## src/rtl/radio_enable_pkg.sv

```systemverilog
// Purpose: shared types and limits for the multi-channel radio-enable sequencer.
// Contents: channel state enum, channel-count and synchroniser-depth limits.
package radio_enable_pkg;

  localparam int unsigned MAX_CH   = 16;
  localparam int unsigned MIN_SYNC = 2;

  typedef enum logic [1:0] {
    OFF     = 2'd0,
    WAIT_ON = 2'd1,
    ON      = 2'd2
  } radio_ch_state_e;

endpackage

```

## src/rtl/radio_enable_ch.sv

```systemverilog
// Purpose: one radio channel. It synchronises the request into the clock domain,
//          applies the turn-on delay and the minimum on-time, and produces a
//          registered enable.
// Ports:
//   i_ck, i_arst     clock, asynchronous active-high reset
//   i_req_async      enable request, asynchronous to i_ck
//   i_force_off      synchronous kill; forces OFF and flushes the synchroniser
//   i_on_dly         turn-on delay, sampled only when the counter loads
//   i_min_on         minimum on-time extension, sampled only on ON entry
//   o_radio_enable   registered enable (state == ON)
//   o_busy           registered (state != OFF)
//   o_en_nxt_c       combinational next-state enable, feeds the popcount in the top
module radio_enable_ch
  import radio_enable_pkg::*;
#(
  parameter int unsigned SYNC_STAGES = 2,
  parameter int unsigned CNT_W       = 8
) (
  input  logic             i_ck,
  input  logic             i_arst,
  input  logic             i_req_async,
  input  logic             i_force_off,
  input  logic [CNT_W-1:0] i_on_dly,
  input  logic [CNT_W-1:0] i_min_on,
  output logic             o_radio_enable,
  output logic             o_busy,
  output logic             o_en_nxt_c
);

  // A chain shallower than MIN_SYNC is not a safe synchroniser, so clamp it.
  localparam int unsigned SYNC_N = (SYNC_STAGES < MIN_SYNC) ? MIN_SYNC : SYNC_STAGES;

  logic [SYNC_N-1:0] r_sync;
  logic              w_req_s;
  radio_ch_state_e   r_state;
  radio_ch_state_e   w_state_nxt;
  logic [CNT_W-1:0]  r_cnt;
  logic [CNT_W-1:0]  w_cnt_nxt;
  logic              r_en;
  logic              r_busy;
  logic              w_en_nxt;
  logic              w_busy_nxt;

  assign w_req_s = r_sync[SYNC_N-1];

  // Request synchroniser. force_off also flushes it, so on release the request
  // is re-synchronised and the full turn-on latency applies again.
  always_ff @(posedge i_ck or posedge i_arst) begin
    if (i_arst) begin
      r_sync <= '0;
    end else if (i_force_off) begin
      r_sync <= '0;
    end else begin
      r_sync <= {r_sync[SYNC_N-2:0], i_req_async};
    end
  end

  // State register, counter and registered outputs.
  always_ff @(posedge i_ck or posedge i_arst) begin
    if (i_arst) begin
      r_state <= OFF;
      r_cnt   <= '0;
      r_en    <= 1'b0;
      r_busy  <= 1'b0;
    end else begin
      r_state <= w_state_nxt;
      r_cnt   <= w_cnt_nxt;
      r_en    <= w_en_nxt;
      r_busy  <= w_busy_nxt;
    end
  end

  // Next-state and counter logic.
  always_comb begin
    w_state_nxt = r_state;
    w_cnt_nxt   = r_cnt;
    if (i_force_off) begin
      w_state_nxt = OFF;
      w_cnt_nxt   = '0;
    end else begin
      unique case (r_state)
        OFF: begin
          if (w_req_s) begin
            if (i_on_dly == '0) begin
              w_state_nxt = ON;
              w_cnt_nxt   = i_min_on;
            end else begin
              w_state_nxt = WAIT_ON;
              w_cnt_nxt   = i_on_dly;
            end
          end
        end
        WAIT_ON: begin
          if (!w_req_s) begin
            w_state_nxt = OFF;
            w_cnt_nxt   = '0;
          end else if (r_cnt == CNT_W'(1)) begin
            w_state_nxt = ON;
            w_cnt_nxt   = i_min_on;
          end else begin
            w_cnt_nxt = r_cnt - CNT_W'(1);
          end
        end
        ON: begin
          // Exit uses the pre-edge counter value; the counter saturates at 0.
          if (!w_req_s && (r_cnt == '0)) begin
            w_state_nxt = OFF;
          end else if (r_cnt != '0) begin
            w_cnt_nxt = r_cnt - CNT_W'(1);
          end
        end
        default: begin
          w_state_nxt = OFF;
          w_cnt_nxt   = '0;
        end
      endcase
    end
  end

  // Output decode from the next state; registered alongside the state.
  always_comb begin
    w_en_nxt   = (w_state_nxt == ON);
    w_busy_nxt = (w_state_nxt != OFF);
  end

  assign o_radio_enable = r_en;
  assign o_busy         = r_busy;
  assign o_en_nxt_c     = w_en_nxt;

endmodule

```

## src/rtl/radio_enable_seq.sv

```systemverilog
// Purpose: multi-channel radio-enable sequencer between the timing-engine request
//          logic and the radio front-end enable pins.
// Ports:
//   ck, arst       clock, asynchronous active-high reset
//   req_async      per-channel enable request, asynchronous to ck
//   force_off      synchronous global kill
//   on_dly         shared turn-on delay (cycles)
//   min_on         shared minimum on-time extension (cycles)
//   radio_enable   registered enable per channel
//   busy           per channel, state is not OFF
//   active_cnt     registered count of channels with radio_enable high
module radio_enable_seq
  import radio_enable_pkg::*;
#(
  parameter int unsigned NUM_CH      = 4,
  parameter int unsigned SYNC_STAGES = 2,
  parameter int unsigned CNT_W       = 8
) (
  input  logic                        ck,
  input  logic                        arst,
  input  logic [NUM_CH-1:0]           req_async,
  input  logic                        force_off,
  input  logic [CNT_W-1:0]            on_dly,
  input  logic [CNT_W-1:0]            min_on,
  output logic [NUM_CH-1:0]           radio_enable,
  output logic [NUM_CH-1:0]           busy,
  output logic [$clog2(NUM_CH+1)-1:0] active_cnt
);

  localparam int unsigned ACT_W = $clog2(NUM_CH + 1);
  // Instantiated channel count, clamped to MAX_CH; higher indices are tied off to 0.
  localparam int unsigned CH_N  = (NUM_CH > MAX_CH) ? MAX_CH : NUM_CH;

  logic [NUM_CH-1:0] w_en_nxt;
  logic [ACT_W-1:0]  w_pop;
  logic [ACT_W-1:0]  r_active_cnt;

  // Independent channel instances.
  for (genvar gi = 0; gi < CH_N; gi++) begin : g_ch
    radio_enable_ch #(
      .SYNC_STAGES (SYNC_STAGES),
      .CNT_W       (CNT_W)
    ) u_ch (
      .i_ck           (ck),
      .i_arst         (arst),
      .i_req_async    (req_async[gi]),
      .i_force_off    (force_off),
      .i_on_dly       (on_dly),
      .i_min_on       (min_on),
      .o_radio_enable (radio_enable[gi]),
      .o_busy         (busy[gi]),
      .o_en_nxt_c     (w_en_nxt[gi])
    );
  end

  for (genvar gi = CH_N; gi < NUM_CH; gi++) begin : g_unused
    assign radio_enable[gi] = 1'b0;
    assign busy[gi]         = 1'b0;
    assign w_en_nxt[gi]     = 1'b0;
  end

  // Popcount of the next-state enables so the count moves on the same edge.
  always_comb begin
    w_pop = '0;
    for (int i = 0; i < NUM_CH; i++) begin
      w_pop = w_pop + ACT_W'(w_en_nxt[i]);
    end
  end

  always_ff @(posedge ck or posedge arst) begin
    if (arst) begin
      r_active_cnt <= '0;
    end else begin
      r_active_cnt <= w_pop;
    end
  end

  assign active_cnt = r_active_cnt;

endmodule

```

## config.mk

```make
export PLATFORM = sky130hd
export DESIGN_NAME = radio_enable_seq
export DESIGN_NICKNAME = d
export VERILOG_FILES = /design/src/rtl/radio_enable_pkg.sv /design/src/rtl/radio_enable_ch.sv /design/src/rtl/radio_enable_seq.sv
export SDC_FILE = /design/constraint.sdc
export NUM_CORES = 1
export LEC_CHECK = 0
export ABC_AREA = 1
export CAP_MARGIN = 15
export CORE_AREA = 2 2 134 136
export DETAILED_ROUTE_END_ITERATION = 8
export DIE_AREA = 0 0 136 138
export SLEW_MARGIN = 30
export SYNTH_ARGS = -nofsm -noshare
export SYNTH_HDL_FRONTEND = slang
export SYNTH_SLANG_ARGS = --single-unit
export TNS_END_PERCENT = 5
```

## constraint.sdc

```tcl
create_clock -name ck -period 2.5 [get_ports ck]
set_input_delay 0.5 -clock ck [delete_from_list [all_inputs] [get_ports ck]]
set_output_delay 0.5 -clock ck [all_outputs]
set_load 0.05 [all_outputs]
```

==> reports/metrics.cfg, run 1 <==
[setup_path]
r2r_end=active_cnt[1]
crit_fanout=4
rrSetupSlack_ps=260
cpMostUsedCell=ha_1
cp.required_ps=2720
r2r-start=g_ch[3].u_ch.r_cnt[0]
rr_worst_depth=10
crit_path_start=on_dly[4]
critPathMaxStageDelay_ps=530
cp_slowest_cell=fa_1
crit_chain=clkdlybuf4s50_1, nor2_1, nand2_2, nor2_4, buf_6, nand3_1, nand2_1, o21ai_2, fa_1, inv_1, ha_1, ha_1
start_kind=input pin
critPathArrivalTime_ps=2640
path_class=input pin to flop
cp-end-kind=flop

[final_layout]
fin_util_pct=30.80
drive_gt1_share_pct=16.62
fillCellCount=1946
finalInstanceArea_sq_mm=0.005400
insertedDiodeCount=0
multi_input_area_sq_mm=0.002415
nets=713
register_area_sq_mm=0.001476
area_delta_synth_final_pct=27.32

[power_and_ir_drop]
comb_power_share_pct=17.4
seqPwrFrac_pct=34.4
swShare_pct=27.07
p_switching_uw=811.2
irDropWorstVdd_v=0.0002869
p_clk_share_pct=48.2
p_int_mw=2.186
p_leak_nw=2.800
powerDensity_mw_per_mm2=555.0

[drt]
viasPerCell=4.419
wl_mm=11.80
drc=0
wl_per_cell_um=12.99
ant_nets=0
firstDrtPassIters=7
vias=4017
first_iter_violations=232

[logic_synthesis]
synthTopCellsByCount=nand2_1, nand3_1, inv_1
synth-edff-count=0
synth_top_area_cell=dfrtp_1
synth_area_leaders=dfrtp_1, nand2_1, nand3_1
yosysWarnings=0
yosysMostFrequentCell=nand2_1
synthFlopType=dfrtp_1
synthArstFlopShare_pct=100.0
yosysSeqAreaShare_pct=34.81
avgSynthCellArea_sq_um=6.919
syn_area_sq_mm=0.004242
synth_fp_nets=651
netlist_instances=613
ys_types=31
ys_ff_latch=59
netlist.area_leader.share_pct=34.81

[hold_path]
holdPathStages=2
holdPathEnd=g_ch[2].u_ch.r_sync[1]
hp-class=flop to flop
hold_start=g_ch[2].u_ch.r_sync[0]

[flow_run]
drv_cap=0

[sta]
slew-limit-headroom_pct=63.99
drv_slew=0
clock.fmax_mhz=413.0
skew_ps=5.232
fin_crit_ps=2421
setup_ws_ps=78.58
hold_viol=0
tns_ps=0
tightest_slew_ps=538.4
setup_viol=0
timing.final.crit_share_pct=96.86

[place]
place.gp.congestion=0.8969
placed_area_sq_mm=0.004999
place.detailed.hpwl_mm=8.652
port_buffers=33
post-place-ws_ps=-385.2

[outcome]
status=finished, final reports clean

[clock_network]
htreeDepth=3
worst_skew_pair.late_latency_ps=330
cts_buffers=9
clk_path_buf_depth=2
cts_root_buf=clkbuf_16
cts_tree=done
clkSinkCount=59
clkSlewWorstSetupHoldPaths_ps=50

[global_routing]
grt_pass1_vias=3841
antenna_found_initial=0
grt_overflow=0
grtUsageTotal_pct=13.24
grt_pass1_wl_mm=19.53
grt_max_degree=60

[die]
dieArea_sq_mm=0.01877
core_sq_mm=0.01753
die_h_um=138
die_width_um=136
rows=49
start_util_pct=24.19
io_pins=34

through the flow:
stage | cells | power (mW) | hold WS (ps)
detailed placement | 889 | 1.566 | 448.7
floorplan | 613 | 1.394 | 434.0
global placement | 889 | 1.564 | 436.6
CTS | 907 | 3.026 | 460.0
finish | 909 | 2.997 | 456.5
global route | 909 | 3.153 | 476.5
cell families (layout without fill, tap and decap cells):
kind of cell | after synthesis | after routing | synth area share (%)
buf+inv | 87 | 154 | 8.672
xor+xnor | 11 | 11 | 2.272
simple gates | 417 | 417 | 45.69
flops | 59 | 59 | 34.81
fa+ha+maj | 15 | 15 | 4.602
compound gates | 24 | 24 | 3.953
power by group through the flow:
stage                     Clock (mW)  Sequential (mW)  Combinational, mW
final                           1.44             1.03              0.520
after global routing            1.53             1.04              0.591
after CTS                       1.47             1.03              0.522
after detailed placement           0             1.05              0.518
after global placement             0             1.05              0.516
after floorplan                    0             1.04              0.356
registers in the layout, summed over array words and instances (netlist names):
signal and count:
g_ch.u_ch.o_radio_enable 4, g_ch.u_ch.r_sync 8, g_ch.u_ch.o_busy 4, active_cnt 3, g_ch.u_ch.r_cnt 32, g_ch.u_ch.r_state 8
what timing repair did:
item / CTS / global route
pin swaps: 1 / 6
buffers inserted: 2 / 2
resized for setup: 1 / 9
setup endpoints to repair: 1 / 2
hold buffers: 0 / 0
critical path: cells and delay by family:
kind / cells / cell delay, ps
AO/OA/AOI/OAI: 1 / 70
adder cells (fa/ha/maj): 3 / 960
buffers and inverters: 3 / 580
AND/OR/NAND/NOR: 5 / 500
how the worst max path moves through the flow:
stage / to / slack, ps
after floorplan: active_cnt[1] / 130
after global placement: active_cnt[1] / -320
final: active_cnt[1] / 80
after global routing: active_cnt[1] / -30
after CTS: active_cnt[1] / 10
after detailed placement: active_cnt[1] / -390
cell type report:
type,count,area share (%)
clock buffer,11,4.495
clock inverter,5,1.854
inverter,70,4.866
multi-input combinational,467,44.72
sequential,59,27.34
tap,229,5.306
timing repair buffer,68,11.42
layout by cell type (no fill, tap or decap), types with 4 or more instances in the layout:
cell,netlist,layout
nor2_1,46,44
dfrtp_1,59,59
nand2_1,214,211
ha_1,14,14
xor2_1,8,8
inv_1,65,64
nand3_1,105,104
nand4_1,7,7
nor2_4,8,8
buf_4,8,33
nor2_2,10,12
clkdlybuf4s50_1,0,30
clkbuf_16,0,9
o21ai_0,12,12
nand2_4,4,4
nand2_2,16,19
inv_2,4,5
o21ai_2,6,6
nor3_4,4,4
per-layer routing:
metal | routed length, um | vias up | track usage (%)
li1 | - | 2057 | -
met1 | 5581 | 1858 | 18.31
met2 | 5468 | 87 | 20.36
met4 | 269 | 0 | 5.482
met3 | 484 | 15 | 2.274
met5 | 0 | - | 0
No activity file was read; power rests on OpenSTA's default activity.
==> run 2: changes to the inputs <==
--- a/config.mk
+++ b/config.mk
@@ -7,9 +7,11 @@
 export LEC_CHECK = 0
 export ABC_AREA = 1
 export CAP_MARGIN = 15
-export CORE_AREA = 2 2 134 136
+export CORE_AREA = 2 2 96 190
 export DETAILED_ROUTE_END_ITERATION = 8
-export DIE_AREA = 0 0 136 138
+export DIE_AREA = 0 0 98 192
+export PLACE_DENSITY = 0.4
+export SKIP_LAST_GASP = 1
 export SLEW_MARGIN = 30
 export SYNTH_ARGS = -nofsm -noshare
 export SYNTH_HDL_FRONTEND = slang
==> reports/metrics.cfg, run 2 (synthesis results as in run 1) <==
[die]
die_h_um=192  ; was 138 um
io_pins=34  ; unchanged
core_sq_mm=0.01727  ; was 0.01753 sq mm
dieArea_sq_mm=0.01882  ; was 0.01877 sq mm
die_width_um=98  ; was 136 um
rows=68  ; was 49
start_util_pct=24.56  ; was 24.19%

[power_and_ir_drop]
p_leak_nw=2.810  ; was 2.800 nW
irDropWorstVdd_v=0.0002341  ; was 0.0002869 V
powerDensity_mw_per_mm2=564.0  ; was 555.0 mW/mm^2

[clock_network]
clkSinkCount=59  ; unchanged
worst_skew_pair.late_latency_ps=330  ; about the same
cts_tree=done  ; unchanged
clk_path_buf_depth=2  ; unchanged
cts_buffers=9  ; unchanged
clkSlewWorstSetupHoldPaths_ps=60  ; was 50 ps
cts_root_buf=clkbuf_16  ; unchanged
htreeDepth=3  ; unchanged

[setup_path]
crit_chain=clkdlybuf4s50_1, nor2_2, nand2_2, nor2_4, nand3_2, nand3_2, nand2_2, fa_1, inv_1, ha_1, ha_1  ; was clkdlybuf4s50_1, nor2_1, nand2_2, nor2_4, buf_6, nand3_1, nand2_1, o21ai_2, fa_1, inv_1, ha_1, ha_1
critPathBufInv=2  ; was 3
critPathArrivalTime_ps=2580  ; was 2640 ps
cp.required_ps=2720  ; about the same
critPathTopFamily=adder cells  ; unchanged
path_class=input pin to flop  ; unchanged
start_kind=input pin  ; unchanged
critPathMaxStageDelay_ps=540  ; was 530 ps
cp_slowest_cell=fa_1  ; unchanged
crit_fanout=6  ; was 4
cp-end-kind=flop  ; unchanged

[drt]
ant_nets=0  ; unchanged
vias=4019  ; was 4017
wl_mm=14.40  ; was 11.80 mm
wl_per_cell_um=16.17  ; was 12.99 um
first_iter_violations=179  ; was 232
drc=0  ; unchanged
firstDrtPassIters=4  ; was 7
viasPerCell=4.516  ; was 4.419

[place]
dp_cells=873  ; was 889
port_buffers=33  ; unchanged
place.detailed.hpwl_mm=11.18  ; was 8.652 mm
place.gp.congestion=0.8690  ; was 0.8969

[final_layout]
insertedDiodeCount=0  ; unchanged
fin_cells=890  ; was 909
final_cell_mix=nand2_1, nand3_1, inv_1  ; unchanged
nets=713  ; unchanged
top_register=g_ch.u_ch.r_cnt  ; unchanged
drive_gt1_share_pct=16.91  ; was 16.62%
area_delta_synth_final_pct=27.02  ; was 27.32%
largest_register_ffs=32  ; unchanged
fin_util_pct=31.19  ; was 30.80%
reg_top3=g_ch.u_ch.r_cnt (32), g_ch.u_ch.r_state (8), g_ch.u_ch.r_sync (8)  ; unchanged
mostFrequentLayoutCell=nand2_1  ; unchanged

[hold_path]
hp-class=flop to flop  ; unchanged

[sta]
tightest_slew_ps=503.1  ; was 538.4 ps
fin_crit_ps=2365  ; was 2421 ps
setup_viol=0  ; unchanged
timing.final.crit_share_pct=94.61  ; was 96.86%
slew-limit-headroom_pct=66.35  ; was 63.99%
hold_viol=0  ; unchanged
rsz0062_at_grt=no
skew_ps=4.854  ; was 5.232 ps
clock.fmax_mhz=422.8  ; was 413.0 MHz
drv_slew=0  ; unchanged

[outcome]
status=finished, final reports clean  ; unchanged

[global_routing]
grt_pass1_wl_mm=22.78  ; was 19.53 mm
grtUsageTotal_pct=16.06  ; was 13.24%
antenna_found_initial=0  ; unchanged
grt_overflow=0  ; unchanged
grt_pass1_vias=4340  ; was 3841
grt_max_degree=60  ; unchanged

[flow_run]
drv_cap=0  ; unchanged

==> run 2: cell types whose count changed in the layout (fill, tap and decap cells not counted) <==
cell,previous run,this run
nor2_1,44,42
clkbuf_1,1,2
clkinv_2,2,0
clkdlybuf4s50_1,30,27
dlygate4sd2_1,0,1
nand3_2,1,2
dlymetal6s2s_1,3,5
buf_4,33,34
buf_6,1,0
nor2_2,12,14
nand3_1,104,103
clkinvlp_4,0,1
==> run 2: final cells by class <==
cell class                 count  area, sq um
fill                        1880        11880
sequential                    59         1476
multi-input combinational    467         2425
clock buffer                  12        246.5
inverter                      70        262.8
timing repair buffer          68        616.8
tap                          210        262.8
clock inverter                 4        97.59
==> run 2: per-stage QoR <==
| stage | setup TNS [ps] | cell area, sq um | setup slack, ps | hold WS, ps | power (mW) |
|---|---|---|---|---|---|
| 6_report | 0 | 5388 | 134.7 | 460.6 | 3.039 |
| 5_1_grt | 0 | 5388 | 0.3710 | 487.4 | 3.210 |
| 4_1_cts | 0 | 5355 | 9.231 | 466.4 | 3.097 |
| 3_5_place_dp | -1151 | 4997 | -479.4 | 454.1 | 1.595 |
| 3_3_place_gp | -877.6 | 4997 | -384.3 | 437.9 | 1.596 |
| 2_1_floorplan | 0 | 4242 | 134.7 | 434.0 | 1.394 |
==> run 2: path summary, 6_finish.rpt <==
check	start	endpoint	slack, ps	cells past startpoint
max	on_dly[4]	active_cnt[1]	130	11
min	g_ch[2].u_ch.r_sync[0]	g_ch[2].u_ch.r_sync[1]	460	2
max reg2reg	g_ch[0].u_ch.r_cnt[1]	active_cnt[1]	170	11
min reg2reg	g_ch[2].u_ch.r_sync[0]	g_ch[2].u_ch.r_sync[1]	460	2
max in group asynchronous	arst	g_ch[3].u_ch.r_state[0]	1660	3
min in group asynchronous	arst	g_ch[1].u_ch.r_cnt[7]	550	3
==> run 2: per-layer routing <==
layer | vias up | global-route usage [%] | part of all wire [%]
met4 | 0 | 10.68 | 4.3
li1 | 2050 | - | -
met3 | 23 | 2.183 | 2.6
met2 | 74 | 30.45 | 56
met5 | - | 0 | 0
met1 | 1872 | 15.94 | 37
==> run 2: repair_timing <==
item,in CTS,in global routing
buffers inserted,1,0
cloned,0,0
hold buffers,0,0
setup endpoints to repair,2,2
resized for setup,4,11
pin swaps,3,6
==> run 2: report_power, final <==
group / leakage (nW) / switching, mW / internal (mW)
Combinational: 1.84 / 0.343 / 0.199
Sequential: 0.807 / 0.0414 / 0.991
Clock: 0.163 / 0.463 / 1.00
Total: 2.81 / 0.848 / 2.19
==> run 2: worst register-to-register path, cell delays in order (launching register included) <==
cell and delay, ps:
dfrtp_1 400, inv_1 110, ha_1 160, nand2_1 130
nor2_4 150, nand2_1 80, nand3_2 80, nand2_2 60
fa_1 540, inv_1 50, ha_1 180, ha_1 270
==> run 3: changes to the inputs <==
==> constraint.sdc (replaced) <==
create_clock -name ck -period 2.5 [get_ports ck]
set_input_delay 0.5 -clock ck [delete_from_list [all_inputs] [get_ports ck]]
set_output_delay 0.5 -clock ck [all_outputs]
set_load 0.02 [all_outputs]
==> results of run 3 <==
The final DEF is identical to that of run 2. Status: finished, final reports clean.
Among the figures that moved: total power 3.039 mW -> 3.034 mW
